`src/rtl/keycode_pkg.sv`:
```
// keycode_pkg: shared types and constants for the keycode event controller.
//   - HID keycodes for the keys the game cares about
//   - event type encoding and the packed {type, code} queue entry
//   - controller FSM state encoding
//   - WASD decode helper
package keycode_pkg;

    localparam logic [7:0] KC_NONE  = 8'h00;
    localparam logic [7:0] KC_W     = 8'h1A;
    localparam logic [7:0] KC_A     = 8'h04;
    localparam logic [7:0] KC_S     = 8'h16;
    localparam logic [7:0] KC_D     = 8'h07;
    localparam logic [7:0] KC_SPACE = 8'h2C;
    localparam logic [7:0] KC_ENTER = 8'h28;

    typedef enum logic [1:0] {
        EVT_PRESS   = 2'b01,
        EVT_RELEASE = 2'b10,
        EVT_REPEAT  = 2'b11
    } evt_type_t;

    // 10-bit queue entry: {type[1:0], code[7:0]}
    typedef struct packed {
        evt_type_t  etype;
        logic [7:0] code;
    } evt_t;

    typedef enum logic [1:0] {
        ST_IDLE       = 2'b00,
        ST_HELD       = 2'b01,
        ST_EMIT_PRESS = 2'b10
    } kc_state_t;

    // {W,A,S,D} level for a held keycode; anything else is no direction.
    function automatic logic [3:0] wasd_decode(input logic [7:0] code);
        logic [3:0] dir;
        dir = '0;
        case (code)
            KC_W:    dir = 4'b1000;
            KC_A:    dir = 4'b0100;
            KC_S:    dir = 4'b0010;
            KC_D:    dir = 4'b0001;
            default: dir = '0;
        endcase
        return dir;
    endfunction

endpackage

```
`src/rtl/keycode_evt_fifo.sv`:
```
// keycode_evt_fifo: synchronous first-word-fall-through FIFO.
//   clk_i      clock
//   rst_i      synchronous active-high reset (empties the queue)
//   wr_en_i    write request
//   wr_data_i  entry to write
//   rd_en_i    pop request (ignored while empty)
//   rd_data_o  head entry (valid while !empty_o)
//   full_o     DEPTH entries held
//   empty_o    no entries held
//   count_o    number of entries held
//   wr_drop_o  write request refused because full with no same-cycle pop
// DEPTH must be a power of two (pointers wrap naturally), >= 2.
module keycode_evt_fifo #(
    parameter int unsigned DEPTH = 4,
    parameter int unsigned WIDTH = 10
) (
    input  logic                     clk_i,
    input  logic                     rst_i,
    input  logic                     wr_en_i,
    input  logic [WIDTH-1:0]         wr_data_i,
    input  logic                     rd_en_i,
    output logic [WIDTH-1:0]         rd_data_o,
    output logic                     full_o,
    output logic                     empty_o,
    output logic [$clog2(DEPTH):0]   count_o,
    output logic                     wr_drop_o
);

    localparam int unsigned AW = $clog2(DEPTH);

    logic [WIDTH-1:0] mem_q [DEPTH];
    logic [AW-1:0]    wr_ptr_q;
    logic [AW-1:0]    rd_ptr_q;
    logic [AW:0]      count_q;
    logic             do_wr;
    logic             do_rd;

    assign empty_o   = (count_q == '0);
    assign full_o    = (count_q == (AW+1)'(DEPTH));
    assign count_o   = count_q;
    assign rd_data_o = mem_q[rd_ptr_q];

    // A pop frees the slot the same cycle, so a full queue still takes a write then.
    assign do_rd     = rd_en_i && !empty_o;
    assign do_wr     = wr_en_i && (!full_o || do_rd);
    assign wr_drop_o = wr_en_i && full_o && !do_rd;

    always_ff @(posedge clk_i) begin
        if (rst_i) begin
            wr_ptr_q <= '0;
            rd_ptr_q <= '0;
            count_q  <= '0;
        end else begin
            if (do_wr) wr_ptr_q <= wr_ptr_q + 1'b1;
            if (do_rd) rd_ptr_q <= rd_ptr_q + 1'b1;
            case ({do_wr, do_rd})
                2'b10:   count_q <= count_q + 1'b1;
                2'b01:   count_q <= count_q - 1'b1;
                default: count_q <= count_q;
            endcase
        end
    end

    // Storage is not reset; entries are only visible through count_q.
    always_ff @(posedge clk_i) begin
        if (do_wr) mem_q[wr_ptr_q] <= wr_data_i;
    end

endmodule

```
`src/rtl/keycode_event_ctrl.sv`:
```
// keycode_event_ctrl: keycode glitch filter, held-key tracker and event queue.
//   clk_clk      system clock
//   reset_reset  synchronous active-high reset
//   keycode      raw HID keycode, 0x00 = no key
//   evt_valid    head event available
//   evt_ready    consumer pops head when evt_valid && evt_ready
//   evt_type     head type: 01 PRESS, 10 RELEASE, 11 REPEAT (00 when empty)
//   evt_code     head keycode (00 when empty)
//   held_code    filtered, accepted keycode
//   dir_held     {W,A,S,D} levels decoded from held_code
//   fifo_count   queued entries
//   overflow     sticky: an event was dropped on a full queue
// Build option: define KEYCODE_REPEAT_EN to generate auto-repeat (REPEAT) events.
module keycode_event_ctrl
    import keycode_pkg::*;
#(
    parameter int unsigned STABLE_CYCLES = 4,
    parameter int unsigned REPEAT_DELAY  = 20,
    parameter int unsigned REPEAT_PERIOD = 8,
    parameter int unsigned FIFO_DEPTH    = 4
) (
    input  logic                          clk_clk,
    input  logic                          reset_reset,
    input  logic [7:0]                    keycode,
    output logic                          evt_valid,
    input  logic                          evt_ready,
    output logic [1:0]                    evt_type,
    output logic [7:0]                    evt_code,
    output logic [7:0]                    held_code,
    output logic [3:0]                    dir_held,
    output logic [$clog2(FIFO_DEPTH):0]   fifo_count,
    output logic                          overflow
);

    localparam int unsigned SW = $clog2(STABLE_CYCLES + 1);

    logic [7:0]    cand_q;
    logic [SW-1:0] stab_cnt_q;
    logic [7:0]    held_q;
    logic          ovf_q;
    kc_state_t     state_q, state_d;
    logic          accept;
    logic          rpt_fire;
    logic          wr_en;
    evt_t          wr_evt;
    evt_t          head;
    logic [9:0]    fifo_rd_data;
    logic          fifo_full;
    logic          fifo_empty;
    logic          wr_drop;

    // Candidate has been stable long enough and differs from the held key.
    assign accept = (stab_cnt_q == SW'(STABLE_CYCLES)) && (cand_q != held_q);

    always_ff @(posedge clk_clk) begin
        if (reset_reset) begin
            cand_q     <= '0;
            stab_cnt_q <= '0;
            held_q     <= '0;
        end else begin
            if (keycode != cand_q) begin
                cand_q     <= keycode;
                stab_cnt_q <= SW'(1);
            end else if (stab_cnt_q != SW'(STABLE_CYCLES)) begin
                stab_cnt_q <= stab_cnt_q + 1'b1;
            end
            if (accept) held_q <= cand_q;
        end
    end

    always_ff @(posedge clk_clk) begin
        if (reset_reset) state_q <= ST_IDLE;
        else             state_q <= state_d;
    end

    // Key-to-key change writes RELEASE(old) now and defers PRESS(new) one
    // cycle via EMIT_PRESS, keeping at most one queue write per cycle.
    always_comb begin
        state_d      = state_q;
        wr_en        = 1'b0;
        wr_evt.etype = EVT_PRESS;
        wr_evt.code  = '0;
        case (state_q)
            ST_IDLE, ST_HELD: begin
                if (accept) begin
                    wr_en = 1'b1;
                    if (held_q == KC_NONE) begin
                        wr_evt.etype = EVT_PRESS;
                        wr_evt.code  = cand_q;
                        state_d      = ST_HELD;
                    end else begin
                        wr_evt.etype = EVT_RELEASE;
                        wr_evt.code  = held_q;
                        state_d      = (cand_q == KC_NONE) ? ST_IDLE : ST_EMIT_PRESS;
                    end
                end else if (rpt_fire) begin
                    wr_en        = 1'b1;
                    wr_evt.etype = EVT_REPEAT;
                    wr_evt.code  = held_q;
                end
            end
            ST_EMIT_PRESS: begin
                wr_en        = 1'b1;
                wr_evt.etype = EVT_PRESS;
                wr_evt.code  = held_q;
                state_d      = ST_HELD;
            end
            default: state_d = ST_IDLE;
        endcase
    end

`ifdef KEYCODE_REPEAT_EN
    localparam int unsigned RPT_MAX = (REPEAT_DELAY > REPEAT_PERIOD) ? REPEAT_DELAY : REPEAT_PERIOD;
    localparam int unsigned RW      = $clog2(RPT_MAX + 1);

    logic [RW-1:0] rpt_cnt_q, rpt_cnt_d;
    logic          rpt_seen_q, rpt_seen_d;
    logic [RW-1:0] rpt_inc;
    logic [RW-1:0] rpt_limit;

    // PRESS is only ever written outside HELD, so clearing whenever the FSM
    // is not in HELD also covers "clear on PRESS".
    always_comb begin
        rpt_inc    = rpt_cnt_q + 1'b1;
        rpt_limit  = rpt_seen_q ? RW'(REPEAT_PERIOD) : RW'(REPEAT_DELAY);
        rpt_fire   = (state_q == ST_HELD) && !accept && (rpt_inc == rpt_limit);
        rpt_cnt_d  = rpt_cnt_q;
        rpt_seen_d = rpt_seen_q;
        if (state_q != ST_HELD || accept) begin
            rpt_cnt_d  = '0;
            rpt_seen_d = 1'b0;
        end else if (rpt_fire) begin
            rpt_cnt_d  = '0;
            rpt_seen_d = 1'b1;
        end else begin
            rpt_cnt_d  = rpt_inc;
        end
    end

    always_ff @(posedge clk_clk) begin
        if (reset_reset) begin
            rpt_cnt_q  <= '0;
            rpt_seen_q <= 1'b0;
        end else begin
            rpt_cnt_q  <= rpt_cnt_d;
            rpt_seen_q <= rpt_seen_d;
        end
    end
`else
    assign rpt_fire = 1'b0;
`endif

    keycode_evt_fifo #(
        .DEPTH (FIFO_DEPTH),
        .WIDTH (10)
    ) u_fifo (
        .clk_i     (clk_clk),
        .rst_i     (reset_reset),
        .wr_en_i   (wr_en),
        .wr_data_i (wr_evt),
        .rd_en_i   (evt_ready),
        .rd_data_o (fifo_rd_data),
        .full_o    (fifo_full),
        .empty_o   (fifo_empty),
        .count_o   (fifo_count),
        .wr_drop_o (wr_drop)
    );

    always_ff @(posedge clk_clk) begin
        if (reset_reset) ovf_q <= 1'b0;
        else if (wr_drop) ovf_q <= 1'b1;
    end

    assign head      = evt_t'(fifo_rd_data);
    assign evt_valid = !fifo_empty;
    assign evt_type  = fifo_empty ? 2'b00 : head.etype;
    assign evt_code  = fifo_empty ? 8'h00 : head.code;
    assign held_code = held_q;
    assign dir_held  = wasd_decode(held_q);
    assign overflow  = ovf_q;

    logic unused_full;
    assign unused_full = fifo_full;

endmodule

```
`config.mk`:
```
export PLATFORM = sky130hd
export DESIGN_NAME = keycode_event_ctrl
export DESIGN_NICKNAME = d
export VERILOG_FILES = /design/src/rtl/keycode_pkg.sv /design/src/rtl/keycode_evt_fifo.sv /design/src/rtl/keycode_event_ctrl.sv
export SDC_FILE = /design/constraint.sdc
export NUM_CORES = 1
export LEC_CHECK = 0
export CORE_ASPECT_RATIO = 0.9
export CORE_UTILIZATION = 39
export DETAILED_ROUTE_END_ITERATION = 7
export DONT_BUFFER_PORTS = 1
export GPL_TIMING_DRIVEN = 0
export PLACE_DENSITY = 0.63
export SYNTH_ARGS = -nofsm -noshare
export SYNTH_HDL_FRONTEND = slang
export SYNTH_SLANG_ARGS = --single-unit
```
`constraint.sdc`:
```
create_clock -name clk_clk -period 3.15 [get_ports clk_clk]
set_clock_uncertainty 0.2 [all_clocks]
set_input_delay 0.63 -clock clk_clk [delete_from_list [all_inputs] [get_ports clk_clk]]
set_output_delay 0.63 -clock clk_clk [all_outputs]
set_load 0.005 [all_outputs]
```
# Word level (Yosys, flattened, before mapping)
# Memory sizes are Yosys's and may differ from the RTL's. A register that Yosys moved wholly into a read port is not among the register bits.
# Cells that the tools add are included.
# word_totals
regBits	29
ram_bits	40
inputBits	11
out_inout_bits	27
wordCells	65
mem_count	1
# op_classes
addsub	5
n_eq_ne	14
n_mux	19
n_reduce_logical	17
# mem_list
memory	words	word_bits	rd	rd_ports_with_merged_regs	wr	line_no	text
u_fifo.mem_q	4	10	1	1	1	keycode_evt_fifo.sv:31	logic [WIDTH-1:0] mem_q [DEPTH];
# op_table
cell	count
$mux W10	2
$pmux W10 S2	1
$eq A8 B3 Y1 const B	2
$eq A8 B5 Y1 const B	2
$logic_not A8 Y1	2
$ne A8 B8 Y1	2
$pmux W4 S4	1
$mux W2	6
$mux W8	1
$add A3 B1 Y3 const B	2
$eq A3 B3 Y1 const B	2
$pmux W3 S2	1
$logic_and A1 B1 Y1	5
$mux W1	5
$add A2 B1 Y2 const B	2
$eq A2 B1 Y1 const B	2
$eq A2 B2 Y1 const B	2
$pmux W2 S2	1
$reduce_bool A2 Y1	2
$reduce_or A2 Y1	2
$logic_not A1 Y1	3
$logic_not A3 Y1	1
$ne A3 B3 Y1 const B	1
$sub A3 B1 Y3 const B	1
other kinds (4)	4

# Longest topological paths before layout
# depth
word_depth	7
ltp_mapped	13
mapped_depth_nobuf	13

# Hierarchy
# A second synthesis with hierarchy kept.
# unflattened
hier_cells	272
hier_area_um2	3389.5
# by_module_without_submodules
module	instances	cells_each	area_each_um2	seq_area_each_um2
keycode_evt_fifo	1	107	1946.9	1381.3
keycode_event_ctrl	1	165	1442.6	440.4

# Worst setup path after synthesis
# OpenSTA, ideal clock, no wires.
# synth_path
path_type	flip-flop to flip-flop
start	register held_q[1] (netlist: held_code[1])
end	register u_fifo.count_q[2] (netlist: u_fifo.count_o[2])
setup_time_ps	71
arrival_ps	2411
required_ps	2879
slack_ps	468
path_stages_with_launch	13
path_buffers	1
period_less_slack_ps	2682
cell_sequence	dfxtp_1 clkbuf_2 xnor2_1 nand4_1 o21ai_0 a21oi_1 inv_1 ha_1 inv_1 fa_1 xor2_1 or3_1 a21oi_1
# synth_between
elab_chain_len	7
elab_cells_between_ends	9
classes_between	eq/ne (3); mux (3); reduce/logical (3)
# synth_rtl
element	line_no	text
from (decl)	keycode_event_ctrl.sv:39	logic [7:0] held_q;
from (signal assigned)	keycode_event_ctrl.sv:67	if (accept) held_q <= cand_q;
$ne A8 B8 Y1 (*)	keycode_event_ctrl.sv:53	assign accept = (stab_cnt_q == SW'(STABLE_CYCLES)) && (cand_q != held_q);
$logic_and A1 B1 Y1 (*)	keycode_event_ctrl.sv:53	
$mux W1 (*)	keycode_event_ctrl.sv:85	if (accept) begin
$pmux W1 S2 (*)	keycode_event_ctrl.sv:83	case (state_q)
$logic_and A1 B1 Y1 (*)	keycode_evt_fifo.sv:45	assign do_wr = wr_en_i && (!full_o || do_rd);
$eq A2 B1 Y1 / $eq A2 B2 Y1 (equally long branches)	keycode_evt_fifo.sv:56	case ({do_wr, do_rd})
$pmux W3 S2 / $reduce_bool A2 Y1 (equally long branches)	n/a	
to (signal assigned)	keycode_evt_fifo.sv:57	2'b10: count_q <= count_q + 1'b1;
to (signal assigned)	keycode_evt_fifo.sv:58	2'b01: count_q <= count_q - 1'b1;
to (signal assigned)	keycode_evt_fifo.sv:59	default: count_q <= count_q;
to (decl)	keycode_evt_fifo.sv:34	logic [AW:0] count_q;
# Mark *: on every way between the ends. The rest lies on a longest branch, timed or not.
# A chain may end at the register's enable or synchronous reset.

# Worst setup path in the final report
# Ends and elaborated chain as after synthesis.

==> results.tsv <==
metric	value	unit
result of the run	finished, final reports clean	
Arrival @ worst endpoint	2.98	ns
CTS tree	done	
average footprint of a synthesized cell	12.7	sq um
Initial Util	41.4	%
DR WL/cell	15.8	um
path category of the worst min-delay check	in -> reg	
cells taking the most area after synthesis	edfxtp_1 (38%), dfxtp_1 (19%), mux4_2 (7.0%), mux2i_1 (3.1%), xor2_1 (3.0%)	
number of filler instances in the final layout	694	
number of resized instances in the post-cts repair step	0	
global-route total usage across every layer	14.4	%
count of nets after finishing	283	
sequential area share after synthesis	56.9	%
post-synth design cell area	0.00320	sq mm
GR Overflow Total	0	
HPWL after DPL	4070	um
detailed-router iteration count before antenna repair	4	
net count of the mapped netlist	272	
Final Slew Violations	0	
clock root buffer master	clkbuf_8	
number of buffers on the longest clock path	2	
first-pass GRT wire length	9190	um
Final ANT Viol Nets	0	
upper clock frequency limit	344	MHz
period utilization	92.4	%
FFs w/ async S/R, synth	0	%
peak ir drop on the vdd network	0.269	mV
synthesized netlist cell count	253	
Diodes inserted	0	
area share of the largest cell type after synthesis	37.5	%
Worst path slowest cell	fa_1	
worst hold margin	0.215	ns
Pleak	0.00127	uW
number of enable-type register cells in the synthesized netlist	40	
count of final setup violators	0	
IO Pins	38	
class of the most critical setup path	reg -> reg	
DIE HEIGHT	88.0	um
relative area change from synthesis to final layout	9.45	%
DRT iter0 DRCs	100	
antenna violations before repair	0	
nature of the critical path endpoint	flip-flop	
number of warnings printed during yosys synthesis	0	
vias post-DR	1894	
synthesis-stage register bit count	71	
leading area contributor after synthesis	edfxtp_1	
number of vias per cell	5.20	
pin count of the biggest net entering global routing	12	
number of buffers added by the clock tree synthesis step	9	
post-layout min period	2.91	ns
P per Cell Area	483	mW/mm^2
global placement routability congestion	0.821	
critical path cell sequence	clkbuf_2 > xnor2_1 > nand4_1 > o21ai_2 > a21oi_1 > inv_1 > ha_1 > inv_1 > fa_1 > xor2_1 > or3_1 > a21oi_1	
chip width	97.5	um
number of setup buffers added after CTS	0	
crit path max fanout	7	
Cell Rows	30	
clock latency of the later-clocked register in the worst-skew pair	0.34	ns
Post-CTS Hold Fix Bufs	0	
# Max-Cap Violations	0	
Max-Slew Margin vs Limit	59.7	%
final wirelength	5750	um
number of levels the H-tree was split into	3	
clock slew at the register clock pins of the worst setup and hold paths	0.07	ns
transition at the pin with the smallest max-transition slack	0.597	ns
PortBufs	0	
count of unresolved DRC violations after routing	0	
number of endpoints with negative hold slack in the final report	0	
setup_tns	0	ns
unrepaired setup endpoints after global routing	false	
share of final-layout standard cells stronger than drive strength 1	15.3	%
largest incremental delay on the critical path	0.37	ns
Die ar.	0.00858	sq mm
vias in the first global route	1878	
CP required	3.22	ns
number of unique standard cell types used by synthesis	45	
crit start category	flip-flop	
Core Footprint	0.00773	sq mm
most common flop cell mapped by yosys	edfxtp_1	
sink count of the clock tree	71	
area by class of cell:
type                            count  area [sq um]  share of cell area [%]
Tap cell                           96           120                    3.43
Clock buffer                       11           131                    3.75
Inverter                            9          33.8                   0.964
Multi-Input combinational cell    159          1280                    36.4
Buffer                             14          73.8                    2.11
Clock inverter                      4          47.5                    1.36
Sequential cell                    71          1820                    52.0
power breakdown:
part | leakage (uW) | switching (uW) | internal (uW)
clock network | 0.0000908 | 313 | 359
registers | 0.000646 | 10.7 | 974
logic | 0.000538 | 18.9 | 16.9
critical path, delay by kind of cell (launching register included):
family / cells / cell delay [ns]
AOI/OAI and AO/OA: 3 / 0.50
xor gates and xnor gates: 2 / 0.33
adders and majority gates: 2 / 0.56
buffers and inverters: 3 / 0.42
DFF: 1 / 0.35
and+or+nand+nor: 2 / 0.48
synth_stat cells (all sizes together) (3+ instances only):
| library cell | instances |
|---|---|
| a21oi | 11 |
| ha | 7 |
| o31ai | 5 |
| mux2i | 10 |
| nand2 | 12 |
| dfxtp | 31 |
| nor2b | 9 |
| o21ai | 3 |
| nand4 | 3 |
| and2 | 16 |
| nor4 | 6 |
| xnor2 | 10 |
| buf | 8 |
| mux4 | 10 |
| xor2 | 11 |
| clkbuf | 6 |
| inv | 9 |
| nand2b | 3 |
| nor2 | 21 |
| edfxtp | 40 |
state kept, by name (all words and copies together), names as in the netlist, named ones only:
| register | cells |
|---|---|
| cand_q | 8 |
| held_code | 8 |
| overflow | 1 |
| stab_cnt_q | 3 |
| state_q | 2 |
| u_fifo.count_o | 3 |
| u_fifo.mem_q | 40 |
| u_fifo.rd_ptr_q | 2 |
| u_fifo.wr_ptr_q | 2 |
layout by cell type (no fill, tap or decap), drive strengths merged, types with 7 or more instances in the layout:
| cell type | Yosys | final |
|---|---|---|
| xnor2 | 10 | 10 |
| dfxtp | 31 | 31 |
| buf | 8 | 8 |
| nand2 | 12 | 12 |
| a21oi | 11 | 11 |
| xor2 | 11 | 11 |
| edfxtp | 40 | 40 |
| ha | 7 | 7 |
| mux2i | 10 | 10 |
| and2 | 16 | 16 |
| inv | 9 | 9 |
| nor2b | 9 | 9 |
| clkbuf | 6 | 17 |
| mux4 | 10 | 10 |
| nor2 | 21 | 21 |
per-layer routing:
layer | GRT usage [%] | part of all wire (%) | up-vias
met5 | 0 | 0 | -
met4 | 4.41 | 1.2 | 0
met3 | 5.99 | 5.4 | 12
met2 | 23.1 | 47 | 40
met1 | 17.9 | 47 | 911
li1 | - | - | 931
final timing paths:
kind,from,to,slack (ns),cells past startpoint
setup / recovery,held_code[1],u_fifo.count_o[2],0.24,12
hold / removal,keycode[2],cand_q[2],0.22,1
hold reg to reg,u_fifo.wr_ptr_q[1],u_fifo.wr_ptr_q[1],0.32,2
setup reg to reg,held_code[1],u_fifo.count_o[2],0.24,12
metrics by stage:
step                      worst slack, ns  cells  cell area (sq um)  total power (uW)  util, %
after detailed placement            0.117    349               3320              1040     43.0
after floorplan                     0.468    253               3200              1030        -
final                               0.240    364               3510              1690     45.3
after CTS                           0.104    364               3500              1710     45.3
after global placement              0.149    349               3320              1040     43.0
after global routing               0.0433    364               3510              1760     45.3
cell families (layout without fill, tap and decap cells):
kind of cell | after synthesis | after routing | share of synthesized area, %
xor+xnor | 21 | 21 | 5.74
compound gates | 26 | 26 | 6.06
simple gates | 83 | 83 | 14.1
buf+inv | 23 | 38 | 3.36
flops | 71 | 71 | 56.9
fa+ha+maj | 8 | 8 | 3.36
mux | 21 | 21 | 10.5
No activity file was read; power rests on OpenSTA's default activity.
